File: config.mk
export PLATFORM = sky130hd
export DESIGN_NAME = cnu_rd_phase_ctrl
export DESIGN_NICKNAME = d
export VERILOG_FILES = /design/src/rtl/cnu_rd_phase_ctrl.sv
export SDC_FILE = /design/constraint.sdc
export NUM_CORES = 1
export LEC_CHECK = 0
export BUFFER_PORTS_ARGS = -buffer_cell sky130_fd_sc_hd__buf_2
export CAP_MARGIN = 0
export CORE_ASPECT_RATIO = 1.5
export CORE_MARGIN = 2
export CORE_UTILIZATION = 40
export CTS_CLUSTER_DIAMETER = 80
export DETAILED_ROUTE_END_ITERATION = 8
export GPL_TIMING_DRIVEN = 0
export PLACE_DENSITY_LB_ADDON = 0.08
export RECOVER_POWER = 100
export SYNTH_ARGS = -nofsm -noshare
export SYNTH_HDL_FRONTEND = slang
export SYNTH_SLANG_ARGS = --single-unit
File: constraint.sdc
create_clock -name read_clk -period 2.15 [get_ports read_clk]
set_clock_uncertainty 0.15 [all_clocks]
set_input_delay 0 -clock read_clk [delete_from_list [all_inputs] [get_ports read_clk]]
set_output_delay 0 -clock read_clk [all_outputs]
set_load 0.02 [all_outputs]
File: src/rtl/cnu_rd_phase_ctrl.sv
// Read-side CNU sequencer: one init handshake, then up to MAX_ITER read bursts each closed by a finish handshake.
// Optional early termination on syndrome pass is compiled in with `define CNU_RD_EARLY_TERM_EN.
module cnu_rd_phase_ctrl #(
  parameter int RD_LEN   = 4,
  parameter int ADDR_W   = 4,
  parameter int MAX_ITER = 8,
  parameter int ITER_W   = 4
) (
  input  logic              read_clk,
  input  logic              rstn,
  input  logic              decode_start_i,
  input  logic              early_term_i,
  input  logic              init_load_i,
  input  logic              pipe_load_i,
  output logic              cnu_init_load_en_o,
  output logic              cnu_rd_finish_o,
  output logic              rd_en_o,
  output logic [ADDR_W-1:0] rd_addr_o,
  output logic [ITER_W-1:0] iter_cnt_o,
  output logic              busy_o,
  output logic              decode_done_o
);

  typedef enum logic [2:0] {
    IDLE,
    INIT_REQ,
    INIT_REL,
    READ,
    FIN_REQ,
    FIN_REL,
    DONE
  } state_t;

  localparam logic [ADDR_W-1:0] LAST_ADDR = ADDR_W'(RD_LEN - 1);
  localparam logic [ADDR_W-1:0] ADDR_ONE  = ADDR_W'(1);
  localparam logic [ITER_W-1:0] MAX_IT    = ITER_W'(MAX_ITER);
  localparam logic [ITER_W-1:0] ITER_ONE  = ITER_W'(1);

  state_t            state;
  state_t            state_nxt;
  logic [1:0]        il_sync;
  logic [1:0]        pl_sync;
  logic              il_s;
  logic              pl_s;
  logic              term;
  logic [ADDR_W-1:0] addr_nxt;
  logic [ITER_W-1:0] iter_nxt;
  logic [ITER_W-1:0] iter_inc;

  assign il_s = il_sync[1];
  assign pl_s = pl_sync[1];

`ifdef CNU_RD_EARLY_TERM_EN
  assign term = early_term_i;
`else
  logic early_term_unused;
  assign early_term_unused = early_term_i;
  assign term              = 1'b0;
`endif

  // Saturating increment so the count can never pass MAX_ITER.
  assign iter_inc = (iter_cnt_o == MAX_IT) ? iter_cnt_o : iter_cnt_o + ITER_ONE;

  always_comb begin
    state_nxt = state;
    addr_nxt  = '0;
    iter_nxt  = iter_cnt_o;
    case (state)
      IDLE: begin
        if (decode_start_i) begin
          state_nxt = INIT_REQ;
          iter_nxt  = '0;
        end
      end
      INIT_REQ: if (il_s) state_nxt = INIT_REL;
      INIT_REL: if (!il_s) state_nxt = READ;
      READ: begin
        if (rd_addr_o == LAST_ADDR) state_nxt = FIN_REQ;
        else                        addr_nxt  = rd_addr_o + ADDR_ONE;
      end
      FIN_REQ: if (pl_s) state_nxt = FIN_REL;
      FIN_REL: begin
        if (!pl_s) begin
          iter_nxt  = iter_inc;
          state_nxt = ((iter_inc == MAX_IT) || term) ? DONE : READ;
        end
      end
      DONE:    state_nxt = IDLE;
      default: state_nxt = IDLE;
    endcase
  end

  // Outputs are registered from the next state so they line up with the state register.
  always_ff @(posedge read_clk) begin
    if (!rstn) begin
      state              <= IDLE;
      il_sync            <= '0;
      pl_sync            <= '0;
      rd_addr_o          <= '0;
      iter_cnt_o         <= '0;
      cnu_init_load_en_o <= 1'b0;
      cnu_rd_finish_o    <= 1'b0;
      rd_en_o            <= 1'b0;
      busy_o             <= 1'b0;
      decode_done_o      <= 1'b0;
    end else begin
      state              <= state_nxt;
      il_sync            <= {il_sync[0], init_load_i};
      pl_sync            <= {pl_sync[0], pipe_load_i};
      rd_addr_o          <= addr_nxt;
      iter_cnt_o         <= iter_nxt;
      cnu_init_load_en_o <= (state_nxt == INIT_REQ);
      cnu_rd_finish_o    <= (state_nxt == FIN_REQ);
      rd_en_o            <= (state_nxt == READ);
      busy_o             <= (state_nxt != IDLE);
      decode_done_o      <= (state_nxt == DONE);
    end
  end

endmodule

==> results.cfg, run 1 <==
[pwr]
vdd_drop_max_v = 0.000352
power_density_nw_per_um2 = 614
leakagePower_nw = 0.424

[worst_setup_path]
worst-r2r-cell-count = 7
critPathCaptureType = flip-flop
reg2reg_to = cnu_init_load_en_o$_SDFF_PN0_
critPathMaxFanout = 9
path_class = reg2reg
r2r_slack_ns = 0.17
cp-start-kind = flip-flop
crit_required_ns = 2.24
cp.arrival_ns = 2.07
rr_startpoint = iter_cnt_o[0]$_SDFFE_PN0P_

[die]
die_h_um = 63.7
dieArea_um2 = 2790
core.rowCount = 21
design.portCount = 19
core_um2 = 2230
start_util_pct = 42.5
die_x_um = 43.8

[grt]
overflow = 0
grt_pass1_vias = 746
grt_pass1_wl_um = 3060
grtUsageTotal_pct = 14.4
antenna_found_initial = 0
grt_max_degree = 12

[route]
first_pass_iters = 4
drcViolationCount = 0
ant_nets = 0
wl_per_cell_um = 11.5
vias = 823
via_per_inst = 5.28
drt-initial-drc-count = 11
wl_um = 1790

[layout]
drive_gt1_share_pct = 7.52
finalNetCount = 143
n_antenna_cell = 0
fillCellCount = 234
syn2layout_area_growth_pct = 15.9
layout.area.seq_um2 = 400
multi_input_area_um2 = 499

[sta]
finalCritPeriodShare_pct = 92.0
tightest_slew_ns = 0.434
max_freq_mhz = 505
final-hold-violation-count = 0
timing.setup.tns_ns = 0
relSlewSlack_pct = 70.9
rsz0062_at_grt = no
finalWorstSetupSlack_ns = 0.171
period_minus_slack_ns = 1.98
final-setup-viol-count = 0
final_max_slew_viol_count = 0

[logic_synthesis]
syn_inst = 109
ys_seq_area_share_pct = 42.2
avgSynthCellArea_um2 = 8.71
ys_ff_latch = 20
ys_types = 37
synthesis.nets = 118
syn_area_um2 = 950
yosysWarnings = 0

[place]
portBuffers = 17
post-place-ws_ns = 0.211
dp_hpwl_um = 1330
place_congestion = 0.782

[min_path]
holdPathStages = 4
hold_path_class = in2reg
hp-start = decode_start_i
holdPathEnd = iter_cnt_o[3]$_SDFFE_PN0P_

[clock_tree]
post-cts-setup-buffers = 0
ctsResizeCount = 0
h-tree-depth = 1
cts-hold-fix-buffers = 3
clk_latency_ns = 0.29
root_buffer = clkbuf_4
cts_made_buffers = 3
cts_tree = done
cts_buffer_depth = 2
clock_sinks = 20
clkTransAtPathRegs_ns = 0.11

[run_status]
status = complete, no violations

[job]
maxCapViolCount = 0
==> cells by family after synthesis <==
| family | Yosys count | share of synthesized area [%] |
|---|---|---|
| buffers and inverters | 9 | 4.87 |
| DFF | 20 | 42.2 |
| xor gates and xnor gates | 3 | 2.77 |
| adders and majority gates | 3 | 3.95 |
| AOI/OAI and AO/OA | 23 | 16.6 |
| and+or+nand+nor | 51 | 29.6 |
==> worst max path at each step <==
stage,start,end,slack [ns],cells past startpoint
floorplan,iter_cnt_o[0]$_SDFFE_PN0P_,cnu_init_load_en_o$_SDFF_PN0_,0.26,7
global placement,iter_cnt_o[0]$_SDFFE_PN0P_,cnu_init_load_en_o$_SDFF_PN0_,0.25,7
detailed placement,iter_cnt_o[0]$_SDFFE_PN0P_,cnu_init_load_en_o$_SDFF_PN0_,0.21,7
CTS,iter_cnt_o[0]$_SDFFE_PN0P_,cnu_init_load_en_o$_SDFF_PN0_,0.17,7
global route,iter_cnt_o[0]$_SDFFE_PN0P_,cnu_init_load_en_o$_SDFF_PN0_,0.04,7
finish,iter_cnt_o[0]$_SDFFE_PN0P_,cnu_init_load_en_o$_SDFF_PN0_,0.17,7
==> flip-flops by register name, summed over array words and instances, names as in the netlist <==
register and cells:
cnu_init_load_en_o 1, pl_sync 2, cnu_rd_finish_o 1, decode_done_o 1, state 3, iter_cnt_o 4
il_sync 2, busy_o 1, rd_addr_o 4, rd_en_o 1
==> area by class of cell <==
| class | instances | share of cell area, % |
|---|---|---|
| multi-input cells | 80 | 45.3 |
| flip-flops and latches | 20 | 36.4 |
| repair buffers | 20 | 8.86 |
| clock buffers | 4 | 3.30 |
| well taps | 23 | 2.61 |
| plain buffers | 4 | 1.82 |
| inverters | 5 | 1.70 |
==> worst max-delay path: stages (launching register included) <==
cell and delay [ns]:
dfxtp_1 0.50, inv_1 0.08, ha_1 0.22, a21bo_1 0.22, o211ai_1 0.16, a21oi_1 0.08
o311ai_2 0.31, and3b_1 0.20
==> layout by cell type, fill, tap and decap left out, drive strengths merged, types with 4 or more instances in the layout <==
cell,netlist,final
o21ai,4,4
and2,6,6
inv,5,5
clkbuf,1,20
nand2b,5,5
buf,3,5
nor2,10,10
dfxtp,20,20
nand2,8,8
nor3,5,5
a21oi,7,7
nor2b,5,5
==> per-layer routing <==
metal	up-vias	share of wire [%]	global-route usage [%]	wire length [µm]
met5	-	0	0	0
met4	0	1.2	6.82	21
met3	2	3.5	2.58	62
met2	14	49	25.0	886
met1	380	46	16.0	819
li1	427	-	-	-
==> metrics by stage <==
step / util, % / power [mW] / hold WS [ns] / area (µm²) / cells
3_3_place_gp: 47.6 / 0.469 / 0.0588 / 1060 / 149
2_1_floorplan: - / 0.449 / -0.0227 / 950 / 109
5_1_grt: 49.3 / 0.716 / 0.136 / 1100 / 156
6_report: 49.3 / 0.676 / 0.124 / 1100 / 156
4_1_cts: 50.6 / 0.693 / 0.0798 / 1130 / 156
3_5_place_dp: 47.6 / 0.470 / 0.0593 / 1060 / 149
==> synthesized netlist by cell type <==
library cell	count	area [µm²]
dfxtp_1	20	400
nor2_1	10	37.5
nand2_1	8	30.0
a21oi_1	6	30.0
and2_1	6	37.5
inv_1	5	18.8
nand2b_1	5	31.3
nor2b_1	5	31.3
nor3_1	5	25.0
a31oi_1	3	18.8
ha_1	3	37.5
nand3_1	3	15.0
nand3b_1	2	15.0
o21ai_0	2	10.0
o21ai_1	2	10.0
or3b_1	2	17.5
xor2_1	2	17.5
a211oi_1	1	7.51
a21bo_1	1	10.0
a21oi_2	1	8.76
and3_1	1	6.26
and3b_1	1	8.76
buf_2	1	5.00
buf_4	1	7.51
buf_6	1	11.3
clkbuf_1	1	3.75
nand4bb_1	1	11.3
nor3b_1	1	7.51
o2111ai_1	1	8.76
o211ai_1	1	7.51
o21a_1	1	7.51
o21bai_1	1	7.51
o22ai_1	1	6.26
o311ai_2	1	16.3
o31a_1	1	8.76
or2b_1	1	7.51
xnor2_1	1	8.76
==> report_power, final <==
part           switching (mW)  total [mW]  internal, mW
clock                   0.111       0.214         0.103
combinational          0.0414      0.0735        0.0322
sequential            0.00528       0.388         0.383
total                   0.158       0.676         0.518
(Power assumes the default switching activity.)
==> inputs of run 2 (changes only) <==
--- a/config.mk
+++ b/config.mk
@@ -5,6 +5,7 @@
 export SDC_FILE = /design/constraint.sdc
 export NUM_CORES = 1
 export LEC_CHECK = 0
+export ABC_AREA = 1
 export BUFFER_PORTS_ARGS = -buffer_cell sky130_fd_sc_hd__buf_2
 export CAP_MARGIN = 0
 export CORE_ASPECT_RATIO = 1.5
==> run 2 against run 1 <==
Design area fell by 0.68%; sequential share of layout area rose by 0.25 points; clock-buffer cell count did not move; die area fell by 0.73%; setup slack improved by 0.12 ns; utilization fell by 0.34 points; non-clock buffer count fell by 1; sequential cell count did not move; register-to-register slack improved by 0.12 ns; critical endpoint is now busy_o$_SDFF_PN0_.
==> results.cfg, run 2 <==
[die]
core.rowCount = 21
dieArea_um2 = 2770
die_x_um = 43.6
die_h_um = 63.4
core_um2 = 2230
start_util_pct = 42.2
design.portCount = 19

[route]
vias = 849
ant_nets = 0
wl_um = 1790
via_per_inst = 4.85
drcViolationCount = 0
wl_per_cell_um = 10.2
first_pass_iters = 5
drt-initial-drc-count = 24

[layout]
fillCellCount = 230
syn2layout_area_growth_pct = 16.1
n_antenna_cell = 0
finalNetCount = 162
layout.area.seq_um2 = 400
drive_gt1_share_pct = 12.5
layout_common_cells = 31 x nand2_1, 20 x inv_1, 20 x dfxtp_1
layout_commonest_cell = nand2_1
multi_input_area_um2 = 414
fin_util_pct = 49.0
top_regs = iter_cnt_o: 4 flops, rd_addr_o: 4 flops, state: 3 flops

[grt]
grtUsageTotal_pct = 14.1
antenna_found_initial = 0
overflow = 0
grt_pass1_vias = 748
grt_pass1_wl_um = 2980
grt_max_degree = 12

[sta]
final-hold-violation-count = 0
max_freq_mhz = 538
rsz0062_at_grt = no
timing.setup.tns_ns = 0
final_max_slew_viol_count = 0
finalCritPeriodShare_pct = 86.5
relSlewSlack_pct = 70.3
tightest_slew_ns = 0.445
final-setup-viol-count = 0
period_minus_slack_ns = 1.86
hold_ws_ns = 0.274

[worst_setup_path]
reg2reg_to = busy_o$_SDFF_PN0_
worstPathCellList = inv_1 > ha_1 > or2_1 > nor2_1 > nand3b_1 > nand2_1 > nand3_1 > nand2_1 > nand2_2
worst-r2r-cell-count = 9
critPathCaptureType = flip-flop
cp-start-kind = flip-flop
cpMostUsedCell = nand2_1
crit_required_ns = 2.22
crit_path_top_delay_cell = dfxtp_1
cp.arrival_ns = 1.93
r2r_slack_ns = 0.29
path_class = reg2reg
rr_startpoint = iter_cnt_o[0]$_SDFFE_PN0P_
critPathMaxFanout = 7
max_stage_delay_ns = 0.46

[clock_tree]
cts_tree = done
cts_buffer_depth = 2
root_buffer = clkbuf_4
cts_made_buffers = 3
clkTransAtPathRegs_ns = 0.11
clock_sinks = 20
ctsResizeCount = 0
h-tree-depth = 1
clk_latency_ns = 0.32

[logic_synthesis]
synth_top_cell_by_area = dfxtp_1
syn_inst = 126
synthesis.nets = 135
syn_area_um2 = 942
ys_types = 21
avgSynthCellArea_um2 = 7.48
async_reset_ff_share_pct = 0
yosysWarnings = 0
synthTopCellsByArea = dfxtp_1 42%, nand2_1 11%, inv_1 7.6%
synth_edf_count = 0
yosys.area.top_type_share_pct = 42.5
synth_flop_cell = dfxtp_1
yosysMostFrequentCell = nand2_1
ys_seq_area_share_pct = 42.5
ys_top_cells_by_count = 27 x nand2_1, 20 x dfxtp_1, 19 x inv_1
ys_ff_latch = 20

[pwr]
power_density_nw_per_um2 = 616
leakagePower_nw = 0.529
vdd_drop_max_v = 0.000377

[place]
dp_hpwl_um = 1380
portBuffers = 16
place_congestion = 0.825

[job]
maxCapViolCount = 0

[min_path]
hp-start = il_sync[0]$_SDFF_PN0_
holdPathStages = 2
holdPathEnd = il_sync[1]$_SDFF_PN0_
hold_path_class = reg2reg

[run_status]
status = complete, no violations
-- run 2: cell types whose count changed in the layout (fill, tap and decap cells not counted), sizes merged, moves of 5 or more --
| cell | before | now |
|---|---|---|
| and2 | 6 | 0 |
| nor2b | 5 | 0 |
| nand2 | 8 | 35 |
| nand3 | 3 | 11 |
| inv | 5 | 23 |
| nand2b | 5 | 0 |
-- run 2: where the power goes --
group	total (mW)	leakage [nW]	internal, mW	switching [mW]
Sequential	0.389	0.163	0.381	0.00775
Combinational	0.0611	0.345	0.0252	0.0359
Clock	0.224	0.0210	0.104	0.120
-- run 2: worst max path at each step --
stage / from / cells after the start / end / slack, ns
2_1_floorplan: iter_cnt_o[0]$_SDFFE_PN0P_ / 9 / busy_o$_SDFF_PN0_ / 0.34
3_5_place_dp: iter_cnt_o[0]$_SDFFE_PN0P_ / 9 / busy_o$_SDFF_PN0_ / 0.33
5_1_grt: iter_cnt_o[0]$_SDFFE_PN0P_ / 9 / rd_en_o$_SDFF_PN0_ / 0.15
3_3_place_gp: iter_cnt_o[0]$_SDFFE_PN0P_ / 9 / busy_o$_SDFF_PN0_ / 0.36
4_1_cts: iter_cnt_o[0]$_SDFFE_PN0P_ / 9 / busy_o$_SDFF_PN0_ / 0.30
6_report: iter_cnt_o[0]$_SDFFE_PN0P_ / 9 / busy_o$_SDFF_PN0_ / 0.29
-- run 2: cell type report --
cell class	count	share of cell area [%]
multi-input cells	82	37.9
clock buffers	4	3.32
well taps	23	2.63
repair buffers	22	11.3
flip-flops and latches	20	36.6
plain buffers	1	0.343
inverters	23	7.89
-- run 2: layer usage --
layer / global-route usage (%) / routed length [µm] / vias to the layer above
li1: - / - / 441
met1: 13.6 / 699 / 383
met2: 26.8 / 964 / 18
met3: 1.72 / 66 / 7
met4: 7.95 / 61 / 0
met5: 0 / 0 / -
-- run 2: logic make-up after synthesis --
group	Yosys count	share of synthesized area, %
simple gates	68	36.8
compound gates	10	5.44
flops	20	42.5
fa+ha+maj	3	3.98
xor+xnor	1	0.930
buf+inv	24	10.4
-- run 2: critical path, delay by kind of cell (launching register included) --
kind,cells,cell delay (ns)
adder cells (fa/ha/maj),1,0.33
buffers and inverters,1,0.09
flip-flops,1,0.46
AND/OR/NAND/NOR,7,0.72
-- run 2: what timing repair did --
| item | 4_1_cts | 5_1_grt |
|---|---|---|
| hold endpoints to repair | 20 | 0 |
| buffers inserted | 0 | 0 |
| hold buffers | 6 | 0 |
-- run 2: metrics by stage --
| stage | instances | setup slack (ns) | cell area, µm² | total power, mW |
|---|---|---|---|---|
| after floorplan | 126 | 0.340 | 942 | 0.441 |
| after global placement | 165 | 0.364 | 1050 | 0.456 |
| after detailed placement | 165 | 0.334 | 1050 | 0.457 |
| after CTS | 175 | 0.304 | 1150 | 0.682 |
| after global routing | 175 | 0.152 | 1090 | 0.699 |
| final | 175 | 0.290 | 1090 | 0.674 |
==> inputs of run 3 (changes only) <==
==> constraint.sdc (replaced) <==
create_clock -name read_clk -period 1.9 [get_ports read_clk]
set_clock_uncertainty 0.15 [all_clocks]
set_input_delay 0 -clock read_clk [delete_from_list [all_inputs] [get_ports read_clk]]
set_output_delay 0 -clock read_clk [all_outputs]
set_load 0.02 [all_outputs]
==> run 3 against run 2 <==
Sequential share of layout area rose by 0.16 points; clock power up 12%; die area unchanged; fmax rose by 6.6%; via count fell by 0.71%; worst hold slack hardly changed; register-to-register slack got worse by 0.13 ns; utilization up 0.39 points; combinational power up 13%; sequential power grew 13%; total power up 13%; first-iteration DRC count decreased by 17%; critical path type unchanged; largest cell class unchanged.
==> results.cfg, run 3 (synthesized netlist as in run 2, its figures left out) <==
[run_status]
status = complete, no violations

[layout]
syn2layout_area_growth_pct = 17.0
layout_commonest_cell = nand2_1
finalNetCount = 162
n_antenna_cell = 0
fillCellCount = 230
layout_common_cells = 30 x nand2_1, 20 x inv_1, 18 x dfxtp_1
top_regs = iter_cnt_o: 4 flops, rd_addr_o: 4 flops, state: 3 flops
drive_gt1_share_pct = 15.1

[sta]
period_minus_slack_ns = 1.75
relSlewSlack_pct = 69.3
final_max_slew_viol_count = 0
finalWorstSetupSlack_ns = 0.155
tightest_slew_ns = 0.460
final-setup-viol-count = 0
rsz0062_at_grt = no
timing.setup.tns_ns = 0
final-hold-violation-count = 0
finalCritPeriodShare_pct = 91.9
max_freq_mhz = 573

[grt]
grtUsageTotal_pct = 14.1
overflow = 0
grt_max_degree = 12
grt_pass1_vias = 748
grt_pass1_wl_um = 2980
antenna_found_initial = 0

[pwr]
leakagePower_nw = 0.535
pwr-share-comb_pct = 9.1
vdd_drop_max_v = 0.000422
p_seq_share_pct = 57.8
power_density_nw_per_um2 = 688
p_int_mw = 0.576
switching_share_pct = 24.1
power_switching_mw = 0.183
p_clk_share_pct = 33.1

[worst_setup_path]
crit_required_ns = 1.97
cp.arrival_ns = 1.81
critPathMaxFanout = 7
cp-start-kind = flip-flop
rr_startpoint = iter_cnt_o[0]$_SDFFE_PN0P_
crit_start = iter_cnt_o[0]$_SDFFE_PN0P_
critPathCaptureType = flip-flop
path_class = reg2reg

[place]
post-place-ws_ns = 0.0841
portBuffers = 16
place_congestion = 0.825
dp_hpwl_um = 1380

[min_path]
hold_path_class = reg2reg
hp-start = il_sync[0]$_SDFF_PN0_

[clock_tree]
clk_latency_ns = 0.31
h-tree-depth = 1
root_buffer = clkbuf_4
cts_buffer_depth = 2
cts_tree = done
clkTransAtPathRegs_ns = 0.11
clock_sinks = 20
post-cts-setup-buffers = 0
cts_made_buffers = 3

[die]
design.portCount = 19
start_util_pct = 42.2
die_x_um = 43.6
core_um2 = 2230
core.rowCount = 21
dieArea_um2 = 2770
die_h_um = 63.4

[route]
vias = 843
wl_um = 1780
wl_per_cell_um = 10.2
drcViolationCount = 0
first_pass_iters = 4
ant_nets = 0
drt-initial-drc-count = 20
via_per_inst = 4.82

[job]
maxCapViolCount = 0
-- run 3: cell count changes in the layout (fill, tap and decap cells not counted), sizes merged --
cell	delta
clkbuf	-1
buf	+1
-- run 3: critical path, cell delays in order, from the launching register on --
cell,delay (ns)
dfxtp_4,0.40
inv_1,0.06
ha_1,0.32
or2_1,0.23
nor2_1,0.10
nand3b_1,0.08
nand2_1,0.08
nand3_1,0.10
nand2_1,0.09
nand2_2,0.04
-- run 3: path summary, 6_finish.rpt --
check / endpoint / slack [ns] / depth (start not counted)
setup / recovery: busy_o$_SDFF_PN0_ / 0.15 / 9
hold / removal: il_sync[1]$_SDFF_PN0_ / 0.27 / 2
setup reg to reg: busy_o$_SDFF_PN0_ / 0.15 / 9
hold reg to reg: il_sync[1]$_SDFF_PN0_ / 0.27 / 2
-- run 3: metrics by stage --
step	cells	instance area (µm²)	power, mW	hold slack [ns]	utilization [%]
final	175	1100	0.759	0.273	49.4
after global routing	175	1100	0.789	0.290	49.4
after CTS	175	1150	0.771	0.273	51.4
after detailed placement	165	1050	0.517	0.0374	47.1
after global placement	165	1050	0.515	0.0301	47.1
after floorplan	126	942	0.499	-0.0524	-
-- run 3: final cells by class --
class | instances | area [µm²] | area share [%]
buffer | 1 | 3.75 | 0.341
inverter | 23 | 86.3 | 7.83
tap | 23 | 28.8 | 2.61
clock buffer | 4 | 36.3 | 3.29
sequential | 20 | 405 | 36.8
multi-input combinational | 82 | 417 | 37.8
timing repair buffer | 22 | 125 | 11.4
-- run 3: what timing repair did --
action / in CTS / in global routing
hold buffers: 6 / 0
setup endpoints to repair: 0 / 4
hold endpoints to repair: 20 / 0
gates resized for setup: 0 / 3
-- run 3: per-layer routing --
| metal | wire [µm] | track usage, % | part of all wire [%] | vias up |
|---|---|---|---|---|
| met5 | 0 | 0 | 0 | - |
| met4 | 47 | 7.95 | 2.6 | 0 |
| met3 | 60 | 1.72 | 3.4 | 5 |
| met2 | 984 | 26.8 | 55 | 18 |
| met1 | 687 | 13.6 | 39 | 375 |
| li1 | - | - | - | 445 |
-- run 3: power by group through the flow --
| stage | combinational (mW) | sequential [mW] | clock, mW |
|---|---|---|---|
| 3_3_place_gp | 0.0657 | 0.450 | 0 |
| 4_1_cts | 0.0764 | 0.441 | 0.254 |
| 5_1_grt | 0.0783 | 0.440 | 0.271 |
| 6_report | 0.0693 | 0.438 | 0.251 |
| 2_1_floorplan | 0.0432 | 0.456 | 0 |
| 3_5_place_dp | 0.0668 | 0.450 | 0 |
